===== src/rtl/ddr_cmd_sched_if.sv =====
// Request/response and memory-side signal bundle for ddr_cmd_sched.
// slave is the scheduler; master is the traffic/DRAM side.
interface ddr_cmd_sched_if #(
  parameter int DATA_W = 64,
  parameter int ADDR_W = 32,
  parameter int DEPTH  = 8,
  parameter int BURST  = 2
);
  localparam int LW = $clog2(DEPTH + 1);

  logic                      req_valid;
  logic                      req_ready;
  logic                      req_we;
  logic [ADDR_W-1:0]         req_addr;
  logic [DATA_W*BURST-1:0]   req_wdata;
  logic                      rsp_valid;
  logic [ADDR_W-1:0]         rsp_addr;
  logic [DATA_W*BURST-1:0]   rsp_rdata;
  logic                      boot_done;
  logic [LW-1:0]             fifo_level;
  logic                      mem_cmd_valid;
  logic                      mem_cmd_we;
  logic [ADDR_W-1:0]         mem_cmd_addr;
  logic [DATA_W-1:0]         mem_dq_out;
  logic                      mem_dq_oe;
  logic                      mem_dqs_out;
  logic [DATA_W-1:0]         mem_dq_in;

  modport master (
    output req_valid, req_we, req_addr, req_wdata, mem_dq_in,
    input  req_ready, rsp_valid, rsp_addr, rsp_rdata, boot_done,
    input  fifo_level, mem_cmd_valid, mem_cmd_we, mem_cmd_addr,
    input  mem_dq_out, mem_dq_oe, mem_dqs_out
  );

  modport slave (
    input  req_valid, req_we, req_addr, req_wdata, mem_dq_in,
    output req_ready, rsp_valid, rsp_addr, rsp_rdata, boot_done,
    output fifo_level, mem_cmd_valid, mem_cmd_we, mem_cmd_addr,
    output mem_dq_out, mem_dq_oe, mem_dqs_out
  );
endinterface


===== src/rtl/ddr_cmd_sched.sv =====
// In-order DDR command scheduler: request FIFO, boot delay,
// one access at a time with burst write beats and read capture.
module ddr_cmd_sched #(
  parameter int DATA_W      = 64,
  parameter int ADDR_W      = 32,
  parameter int DEPTH       = 8,
  parameter int BURST       = 2,
  parameter int RD_LAT      = 2,
  parameter int BOOT_CYCLES = 16
) (
  input logic           clk,
  input logic           rst,
  ddr_cmd_sched_if.slave bus
);
  localparam int BW   = DATA_W * BURST;
  localparam int PW   = $clog2(DEPTH);
  localparam int LW   = $clog2(DEPTH + 1);
  localparam int CMAX = (BOOT_CYCLES > RD_LAT + BURST) ?
                        BOOT_CYCLES : RD_LAT + BURST;
  localparam int CW   = $clog2(CMAX + 1);

  typedef enum logic [2:0] {
    S_RESET, S_BOOT, S_IDLE, S_WRITE,
    S_WRITE_2, S_READ, S_READ_2, S_RESP
  } state_t;

  state_t            state_q, state_d;
  logic [CW-1:0]     cnt_q, cnt_d;
  logic [PW-1:0]     wr_ptr_q, wr_ptr_d;
  logic [PW-1:0]     rd_ptr_q, rd_ptr_d;
  logic [LW-1:0]     lvl_q, lvl_d;
  logic              boot_done_q, boot_done_d;
  logic              cmd_we_q, cmd_we_d;
  logic [ADDR_W-1:0] cmd_addr_q, cmd_addr_d;
  logic [BW-1:0]     wdata_q, wdata_d;
  logic [DATA_W-1:0] dq_q, dq_d;
  logic              dqs_q, dqs_d;
  logic [BW-1:0]     rd_buf_q, rd_buf_d;
  logic [ADDR_W-1:0] rsp_addr_q, rsp_addr_d;
  logic [BW-1:0]     rsp_data_q, rsp_data_d;
  logic              push, pop, ready;

  logic              f_we_q   [DEPTH];
  logic [ADDR_W-1:0] f_addr_q [DEPTH];
  logic [BW-1:0]     f_data_q [DEPTH];

  assign ready = rst && (lvl_q < LW'(DEPTH));
  assign push  = bus.req_valid && ready;

  // FIFO storage; occupancy is tracked by the pointers and level
  always_ff @(posedge clk) begin
    if (push) begin
      f_we_q[wr_ptr_q]   <= bus.req_we;
      f_addr_q[wr_ptr_q] <= bus.req_addr;
      f_data_q[wr_ptr_q] <= bus.req_wdata;
    end
  end

  // FIFO pointer and level update
  always_comb begin
    wr_ptr_d = wr_ptr_q;
    rd_ptr_d = rd_ptr_q;
    lvl_d    = lvl_q;
    if (push) wr_ptr_d = wr_ptr_q + 1'b1;
    if (pop)  rd_ptr_d = rd_ptr_q + 1'b1;
    if (push && !pop) lvl_d = lvl_q + 1'b1;
    if (!push && pop) lvl_d = lvl_q - 1'b1;
  end

  // Sequencer: boot, pop, command, burst beats, read capture
  always_comb begin
    state_d     = state_q;
    cnt_d       = cnt_q;
    boot_done_d = boot_done_q;
    cmd_we_d    = cmd_we_q;
    cmd_addr_d  = cmd_addr_q;
    wdata_d     = wdata_q;
    dq_d        = dq_q;
    dqs_d       = dqs_q;
    rd_buf_d    = rd_buf_q;
    rsp_addr_d  = rsp_addr_q;
    rsp_data_d  = rsp_data_q;
    pop         = 1'b0;
    unique case (state_q)
      S_RESET: begin
        state_d = S_BOOT;
        cnt_d   = '0;
      end
      S_BOOT: begin
        if (cnt_q == CW'(BOOT_CYCLES - 1)) begin
          state_d     = S_IDLE;
          boot_done_d = 1'b1;
        end else begin
          cnt_d = cnt_q + 1'b1;
        end
      end
      S_IDLE: begin
        if (lvl_q != '0) begin
          pop        = 1'b1;
          cmd_we_d   = f_we_q[rd_ptr_q];
          cmd_addr_d = f_addr_q[rd_ptr_q];
          wdata_d    = f_data_q[rd_ptr_q];
          state_d    = f_we_q[rd_ptr_q] ? S_WRITE : S_READ;
        end
      end
      S_WRITE: begin
        state_d = S_WRITE_2;
        cnt_d   = '0;
        dq_d    = wdata_q[DATA_W-1:0];
        dqs_d   = ~dqs_q;
      end
      S_WRITE_2: begin
        if (cnt_q == CW'(BURST - 1)) begin
          state_d = S_IDLE;
        end else begin
          cnt_d = cnt_q + 1'b1;
          dq_d  = wdata_q[(int'(cnt_q) + 1) * DATA_W +: DATA_W];
          dqs_d = ~dqs_q;
        end
      end
      S_READ: begin
        state_d = S_READ_2;
        cnt_d   = '0;
      end
      S_READ_2: begin
        cnt_d = cnt_q + 1'b1;
        if (int'(cnt_q) >= RD_LAT - 1)
          rd_buf_d[(int'(cnt_q) - RD_LAT + 1) * DATA_W +: DATA_W] =
            bus.mem_dq_in;
        if (cnt_q == CW'(RD_LAT + BURST - 2)) begin
          state_d    = S_RESP;
          rsp_addr_d = cmd_addr_q;
          rsp_data_d = rd_buf_d;
        end
      end
      S_RESP: state_d = S_IDLE;
      default: state_d = S_RESET;
    endcase
  end

  // State and datapath registers, cleared asynchronously
  always_ff @(posedge clk or negedge rst) begin
    if (!rst) begin
      state_q     <= S_RESET;
      cnt_q       <= '0;
      wr_ptr_q    <= '0;
      rd_ptr_q    <= '0;
      lvl_q       <= '0;
      boot_done_q <= 1'b0;
      cmd_we_q    <= 1'b0;
      cmd_addr_q  <= '0;
      wdata_q     <= '0;
      dq_q        <= '0;
      dqs_q       <= 1'b0;
      rd_buf_q    <= '0;
      rsp_addr_q  <= '0;
      rsp_data_q  <= '0;
    end else begin
      state_q     <= state_d;
      cnt_q       <= cnt_d;
      wr_ptr_q    <= wr_ptr_d;
      rd_ptr_q    <= rd_ptr_d;
      lvl_q       <= lvl_d;
      boot_done_q <= boot_done_d;
      cmd_we_q    <= cmd_we_d;
      cmd_addr_q  <= cmd_addr_d;
      wdata_q     <= wdata_d;
      dq_q        <= dq_d;
      dqs_q       <= dqs_d;
      rd_buf_q    <= rd_buf_d;
      rsp_addr_q  <= rsp_addr_d;
      rsp_data_q  <= rsp_data_d;
    end
  end

  assign bus.req_ready     = ready;
  assign bus.fifo_level    = lvl_q;
  assign bus.boot_done     = boot_done_q;
  assign bus.mem_cmd_valid = (state_q == S_WRITE) || (state_q == S_READ);
  assign bus.mem_cmd_we    = cmd_we_q;
  assign bus.mem_cmd_addr  = cmd_addr_q;
  assign bus.mem_dq_out    = dq_q;
  assign bus.mem_dq_oe     = (state_q == S_WRITE_2);
  assign bus.mem_dqs_out   = dqs_q;
  assign bus.rsp_valid     = (state_q == S_RESP);
  assign bus.rsp_addr      = rsp_addr_q;
  assign bus.rsp_rdata     = rsp_data_q;
endmodule


===== src/flat_wrapper.sv =====
// flat-port wrapper written by rule: the top's interface ports become plain ports
module ddr_cmd_sched_flat 
#(
  parameter int DATA_W      = 64,
  parameter int ADDR_W      = 32,
  parameter int DEPTH       = 8,
  parameter int BURST       = 2,
  parameter int RD_LAT      = 2,
  parameter int BOOT_CYCLES = 16
)
  (clk, rst, bus_req_valid, bus_req_we, bus_req_addr, bus_req_wdata, bus_mem_dq_in, bus_req_ready, bus_rsp_valid, bus_rsp_addr, bus_rsp_rdata, bus_boot_done, bus_fifo_level, bus_mem_cmd_valid, bus_mem_cmd_we, bus_mem_cmd_addr, bus_mem_dq_out, bus_mem_dq_oe, bus_mem_dqs_out);
  ddr_cmd_sched_if #(.DATA_W(DATA_W), .ADDR_W(ADDR_W), .DEPTH(DEPTH), .BURST(BURST)) bus_i ();
  input logic clk;
  input logic rst;
  input wire logic [$bits(bus_i.req_valid)-1:0] bus_req_valid;
  input wire logic [$bits(bus_i.req_we)-1:0] bus_req_we;
  input wire logic [$bits(bus_i.req_addr)-1:0] bus_req_addr;
  input wire logic [$bits(bus_i.req_wdata)-1:0] bus_req_wdata;
  input wire logic [$bits(bus_i.mem_dq_in)-1:0] bus_mem_dq_in;
  output wire logic [$bits(bus_i.req_ready)-1:0] bus_req_ready;
  output wire logic [$bits(bus_i.rsp_valid)-1:0] bus_rsp_valid;
  output wire logic [$bits(bus_i.rsp_addr)-1:0] bus_rsp_addr;
  output wire logic [$bits(bus_i.rsp_rdata)-1:0] bus_rsp_rdata;
  output wire logic [$bits(bus_i.boot_done)-1:0] bus_boot_done;
  output wire logic [$bits(bus_i.fifo_level)-1:0] bus_fifo_level;
  output wire logic [$bits(bus_i.mem_cmd_valid)-1:0] bus_mem_cmd_valid;
  output wire logic [$bits(bus_i.mem_cmd_we)-1:0] bus_mem_cmd_we;
  output wire logic [$bits(bus_i.mem_cmd_addr)-1:0] bus_mem_cmd_addr;
  output wire logic [$bits(bus_i.mem_dq_out)-1:0] bus_mem_dq_out;
  output wire logic [$bits(bus_i.mem_dq_oe)-1:0] bus_mem_dq_oe;
  output wire logic [$bits(bus_i.mem_dqs_out)-1:0] bus_mem_dqs_out;
  assign bus_i.req_valid = bus_req_valid;
  assign bus_i.req_we = bus_req_we;
  assign bus_i.req_addr = bus_req_addr;
  assign bus_i.req_wdata = bus_req_wdata;
  assign bus_i.mem_dq_in = bus_mem_dq_in;
  assign bus_req_ready = bus_i.req_ready;
  assign bus_rsp_valid = bus_i.rsp_valid;
  assign bus_rsp_addr = bus_i.rsp_addr;
  assign bus_rsp_rdata = bus_i.rsp_rdata;
  assign bus_boot_done = bus_i.boot_done;
  assign bus_fifo_level = bus_i.fifo_level;
  assign bus_mem_cmd_valid = bus_i.mem_cmd_valid;
  assign bus_mem_cmd_we = bus_i.mem_cmd_we;
  assign bus_mem_cmd_addr = bus_i.mem_cmd_addr;
  assign bus_mem_dq_out = bus_i.mem_dq_out;
  assign bus_mem_dq_oe = bus_i.mem_dq_oe;
  assign bus_mem_dqs_out = bus_i.mem_dqs_out;
  ddr_cmd_sched #(.DATA_W(DATA_W), .ADDR_W(ADDR_W), .DEPTH(DEPTH), .BURST(BURST), .RD_LAT(RD_LAT), .BOOT_CYCLES(BOOT_CYCLES)) u_core (.clk(clk), .rst(rst), .bus(bus_i));
endmodule

===== config.mk =====
export PLATFORM = sky130hd
export DESIGN_NAME = ddr_cmd_sched_flat
export DESIGN_NICKNAME = d
export VERILOG_FILES = /design/src/rtl/ddr_cmd_sched_if.sv /design/src/rtl/ddr_cmd_sched.sv /design/src/flat_wrapper.sv
export SDC_FILE = /design/constraint.sdc
export NUM_CORES = 2
export LEC_CHECK = 0
export BUFFER_PORTS_ARGS = -buffer_cell sky130_fd_sc_hd__buf_2
export CORE_UTILIZATION = 40
export DETAILED_ROUTE_END_ITERATION = 10
export GPL_TIMING_DRIVEN = 0
export PLACE_DENSITY = 0.68
export SYNTH_ARGS = -nofsm -noshare
export SYNTH_HDL_FRONTEND = slang
export SYNTH_SLANG_ARGS = --single-unit

===== constraint.sdc =====
create_clock -name clk -period 25.7 [get_ports clk]
set_input_delay 5.14 -clock clk [delete_from_list [all_inputs] [get_ports clk]]
set_output_delay 5.14 -clock clk [all_outputs]
set_load 0.02 [all_outputs]

# Yosys cells after proc, flatten, opt, wreduce, memory -nomap -nowiden
# Memories as Yosys holds them, arrays and structs flattened. A register that Yosys moved wholly into a read port is not among the register bits.
# Index checks and enable logic that the tools add are counted.
# W data, S select, Z words.
word_totals:
  regBits: 373
  latch_bits: 0
  ram_bits: 1288
  mem_bits_ro: 0
  in_bits: 228
  out_inout_bits: 267
  wordCells: 88
  n_memories: 3
op_classes:
  addsub: 9
  multipliers: 0
  div_mod_pow: 0
  n_lt_le_gt_ge: 2
  eq_ne: 16
  n_shift: 3
  muxes: 21
  bitwise: 1
  reduce_logical: 21
memory_table:
  columns: ["name", "depth", "width", "rd", "rd_clocked_by_memory_dff", "wr", "line_no", "rtl"]
  rows:
  - ["u_core.f_data_q", 8, 128, 1, 1, 1, "ddr_cmd_sched.sv:45", "logic [BW-1:0] f_data_q [DEPTH];"]
  - ["u_core.f_addr_q", 8, 32, 1, 1, 1, "ddr_cmd_sched.sv:44", "logic [ADDR_W-1:0] f_addr_q [DEPTH];"]
  - ["u_core.f_we_q", 8, 1, 1, 0, 1, "ddr_cmd_sched.sv:43", "logic f_we_q [DEPTH];"]
ops:
  columns: ["op", "count"]
  rows:
  - ["$bwmux W128", 1]
  - ["$mux W128", 1]
  - ["$pmux W64 S2", 1]
  - ["$shift A64 B33 Y128 const A", 1]
  - ["$shiftx A128 B32 Y64", 1]
  - ["$shiftx A64 B33 Y128", 1]
  - ["$mux W64", 1]
  - ["$neg A32 Y33", 1]
  - ["$add A26 B2 Y26 const B", 1]
  - ["$pmux W3 S8", 1]
  - ["$pmux W5 S4", 1]
  - ["$mux W3", 5]
  - ["$eq A3 B3 Y1 const B", 4]
  - ["$mux W5", 2]
  - ["$mux W4", 2]
  - ["$ne A2 B1 Y1 const B", 4]
  - ["$reduce_and A2 Y1", 4]
  - ["$reduce_bool A4 Y1", 2]
  - ["$add A3 B1 Y3 const B", 2]
  - ["$add A5 B1 Y6 const B", 1]
  - ["$eq A3 B2 Y1 const B", 2]
  - ["$sub A5 B2 Y6 const B", 1]
  - ["$add A5 B1 Y5 const B", 1]
  - ["$eq A5 B1 Y1 const B", 1]
  - ["other kinds (19)", 31]

# Longest topological paths before layout
logic_depth:
  depth_word: 7
  mapped_depth: 21
  mapped_depth_nobuf: 15

# Least setup slack after synthesis
# No wires, ideal clock.
synth_path:
  kind: "input port to flip-flop"
  from: "input rst"
  to: "memory u_core.f_addr_q[0][0] (enable)"
  setup_ps: 879
  arrival_ps: 16743
  required_time_ps: 24821
  path_slack_ps: 8079
  path_stages: 4
  path_buffers: 0
  path_cell_list: "nor2b_1 -> and2_1 -> nand2b_1 -> nor3_1"
synth_via:
  elab_chain_cells: 4
synth_lines:
  columns: ["element", "line_no", "rtl"]
  rows:
  - ["from (decl)", "flat_wrapper.sv:14", "input logic rst;"]
  - ["$logic_and A1 B1 Y1", "ddr_cmd_sched.sv:47", "assign ready = rst && (lvl_q < LW'(DEPTH));"]
  - ["$logic_and A1 B1 Y1", "ddr_cmd_sched.sv:48", "assign push = bus.req_valid && ready;"]
  - ["$mux W1", "ddr_cmd_sched.sv:52", "if (push) begin"]
  - ["$mux W1 (implied by the code)", "ddr_cmd_sched.sv:54", "f_addr_q[wr_ptr_q] <= bus.req_addr;"]
  - ["to (decl)", "ddr_cmd_sched.sv:44", null]
# Every way passes these cells.

# Final worst setup path
layout_path:
  from: "input rst"
  to: "output bus_req_ready"
layout_via:
  elab_chain_cells: 1
layout_lines:
  columns: ["element", "line_no", "rtl"]
  rows:
  - ["$logic_and A1 B1 Y1", "ddr_cmd_sched.sv:47", null]
  - ["to (decl)", "flat_wrapper.sv:20", "output wire logic [$bits(bus_i.req_ready)-1:0] bus_req_ready;"]
# Every way passes these cells.

==> metrics.md <==
| Metric | Value |
|---|---|
| Status | completed |
| Slew Viols, Final | 0 |
| Sequential share of the synthesized area | 0.7276 |
| Adder-cell share of the synthesized area | 0.003256 |
| Worst Path Max Fanout | 110 |
| Placer Congestion | 0.8767 |
| Slew margin rel. | 0.03010 |
| Cell area after synthesis | 0.07148 mm^2 |
| Worst-path cell chain | buf_8 -> buf_16 -> buf_16 -> nor2b_1 -> buf_2 |
| RSZ-0062 raised after global routing | false |
| Clk slew on worst S/H paths | 0.06 ns |
| Fin crit share | 0.4639 |
| Proportion of layout cells with a drive suffix above 1 | 0.2543 |
| Number of max-cap violations | 0 |
| Reg-to-reg critical path startpoint | u_core.cnt_q[1] |
| Critical path type | primary input to primary output |
| # rows | 154 |
| Die W | 424.7 um |
| Worst vdd ir | 66.62 uV |
| Pin slew with the least headroom to its limit | 1.455 ns |
| Post-DRT Antenna Nets | 0 |
| Number of post-CTS setup repair buffers | 0 |
| Setup TNS | 0 ns |
| Largest net degree at the start of global routing | 112 |
| # hold bufs at CTS | 0 |
| Setup crit start kind | primary input |
| WP data required | 20.56 ns |
| Setup-failing EPs final | 0 |
| Final #Nets | 5254 |
| Antenna violations before repair | 66 |
| Total Routing Usage GR | 0.2068 |
| # IOs | 495 |
| Slowest stage delay, CP | 0.44 ns |
| Grt ovf | 0 |
| Area Overhead vs Synth | 18.85% |
| P_leak | 30.87 nW |
| Fin crit period | 11.92 ns |
| Ys async rst share | 0.2927 |
| CTS root buf | clkbuf_16 |
| Initial core utilization | 0.4041 |
| Arrival @ worst endpoint | 6.78 ns |
| Drt pass-1 iters | 9 |
| Synth Warn # | 0 |
| Largest family of logic cells by synthesized area | multiplexers |
| Wirelength per Cell | 25.02 um |
| Critical-path top delay cell | buf_16 |
| H-tree levels | 4 |
| CTS tree | done |
| Worst setup startpoint | rst |
| F_max | 0.08388 GHz |
| First-pass GRT wire length | 276.4 mm |
| Die height | 424.7 um |
| Mux cell area share after synthesis | 0.1433 |
| Pwr dens | 110.9 mW/mm^2 |
| Via count | 41.37k |
| Clk Latency, worst-skew pair | 0.85 ns |
| Residual DRC | 0 |
| Hold WC Path Type | flip-flop to flip-flop |
| Seq cells post-synth | 1821 |
| Post-synth cell types | 74 |
| Num CTS Buffers | 184 |
| Final count of hold timing violations | 0 |
| Final Power | 9.421 mW |
| Cells after Synth | 4230 |
| Syn nets | 4476 |
| Routed vias/inst | 5.494 |
| Vias in the first global route | 41.94k |
| Port-buffer cells | 494 |
| Sink Count | 1821 |
| Fraction of the mapped netlist area in simple logic gates | 0.04880 |
| Clock Tree Buf Depth | 3 |
| Clock Skew | 0.08025 ns |
| Hold_sp | u_core.rd_buf_q[11] |
| Post-synthesis compound-gate area fraction | 0.04943 |
| Syn avg cell area | 16.90 um^2 |
| Post-Synth XOR/XNOR Area | 0.003238 |
| DP Wirelength | 129.4 mm |
| Post-synth EDFFs | 1288 |
| Core area | 0.1769 mm^2 |
| Top FF cell, synth | edfxtp_1 |
| CP Capture Type | primary output |
| CP most frequent cell | buf_16 |
| Die Footprint | 0.1804 mm^2 |
| Final WL | 188.4 mm |
| Post-CTS sizing | 0 |
| DR iter-0 viols | 4026 |
==> kinds of logic after synthesis <==
| kind of cell | count (synthesis) |
|---|---|
| compound gates | 557 |
| xor+xnor | 20 |
| fa+ha+maj | 18 |
| buf+inv | 430 |
| flops | 1821 |
| mux | 613 |
| simple gates | 771 |
==> cells in the mapped netlist, types with 3 or more instances <==
library cell / count / area share
nand2b_1: 8 / 0.00070
and2_1: 5 / 0.00044
a31oi_1: 133 / 0.012
and4_1: 66 / 0.0081
xnor2_1: 11 / 0.0013
edfxtp_1: 1288 / 0.54
ha_1: 17 / 0.0030
nor4_1: 6 / 0.00053
mux2_2: 65 / 0.010
xor2_1: 6 / 0.00074
a21oi_1: 235 / 0.016
o21ai_0: 74 / 0.0052
o211ai_1: 3 / 0.00032
buf_2: 5 / 0.00035
buf_12: 6 / 0.0017
nand3_1: 73 / 0.0051
a211oi_1: 4 / 0.00042
and3_1: 6 / 0.00053
inv_1: 146 / 0.0077
o22ai_1: 3 / 0.00026
nor3_1: 10 / 0.00070
clkbuf_1: 217 / 0.011
a21o_1: 3 / 0.00032
or3_1: 4 / 0.00035
nand4_1: 4 / 0.00035
buf_1: 52 / 0.0027
nor2b_1: 5 / 0.00044
nand2_1: 260 / 0.014
nor2_1: 316 / 0.017
a222oi_1: 63 / 0.0088
a2111oi_0: 5 / 0.00061
dfrtp_1: 533 / 0.19
mux4_2: 322 / 0.10
mux2i_1: 226 / 0.032
==> final cells by class <==
type,instances,area (um^2)
inverters,146,548.0
multi-input cells,1979,17800
clock buffers,266,5299
repair buffers,592,4149
diodes,17,42.54
flip-flops and latches,1821,52010
clock inverters,84,983.4
plain buffers,284,1195
well taps,2340,2928
fillers,14807,91930
==> through the flow <==
stage          cells  area [um^2]  utilization  setup WS (ns)  hold WS [ns]
6_report        7529        84960       0.4803          13.78        0.4668
5_1_grt         7522        84940       0.4802          13.53        0.4949
4_1_cts         7512        84920       0.4801          13.63        0.4683
3_5_place_dp    7162        78630       0.4446          13.64        0.4572
3_3_place_gp    7064        76890       0.4347         -13.89        0.4543
2_1_floorplan   4230        71480            -          8.079        0.4673
==> metal layers <==
layer  wire, um  track usage  vias up
li1           -            -    17992
met3      13520      0.04635      360
met2      96250       0.3550     1543
met1      72220       0.2560    21424
met4       6071      0.07422       48
met5        308            0        -
==> final timing paths <==
check	end	slack [ns]	depth (start not counted)
max in group asynchronous	u_core.bus.rsp_addr[29]	20.07	3
setup reg to reg	u_core.rd_buf_q[15]	19.48	19
setup / recovery	bus_req_ready	13.78	5
hold reg to reg	u_core.bus.rsp_rdata[11]	0.47	2
min in group asynchronous	u_core.bus.mem_cmd_addr[31]	4.22	1
hold / removal	u_core.bus.rsp_rdata[11]	0.47	2
==> worst max-delay path: cells and delay by family <==
| kind | cells | cell delay (ns) |
|---|---|---|
| buffers and inverters | 4 | 1.26 |
| and+or+nand+nor | 1 | 0.22 |
==> flip-flops by register name, indices dropped and copies added, names as in the netlist <==
name	flops
u_core.bus.mem_cmd_addr	32
u_core.bus.fifo_level	4
u_core.bus.mem_cmd_we	1
u_core.f_addr_q	256
u_core.wdata_q	128
u_core.bus.rsp_rdata	128
u_core.bus.boot_done	1
u_core.wr_ptr_q	3
u_core.f_data_q	1024
u_core.rd_ptr_q	3
u_core.bus.mem_dq_out	64
u_core.f_we_q	8
u_core.rd_buf_q	128
u_core.cnt_q	5
u_core.bus.mem_dqs_out	1
u_core.state_q	3
u_core.bus.rsp_addr	32
==> power breakdown <==
group | total (mW) | switching [mW] | internal [mW] | leakage, nW
registers | 3.77 | 0.233 | 3.54 | 17.4
clock network | 2.72 | 1.16 | 1.56 | 3.06
logic | 2.93 | 1.81 | 1.13 | 10.4
==> placed cells by master, fill, tap and decap left out, drive strengths merged, types with 7 or more instances in the layout <==
cell and instances:
a2111oi 9, a21oi 235, a222oi 63, a31oi 133
and4 66, buf 658, bufinv 11, clkbuf 484
clkinv 60, dfrtp 533, diode 17, edfxtp 1288
ha 17, inv 153, mux2 65, mux2i 226
mux4 322, nand2 260, nand2b 8, nand3 73
nor2 316, nor3 10, nor4 8, o21ai 75
xnor2 13, xor2 7
No activity file was read; power rests on OpenSTA's default activity.
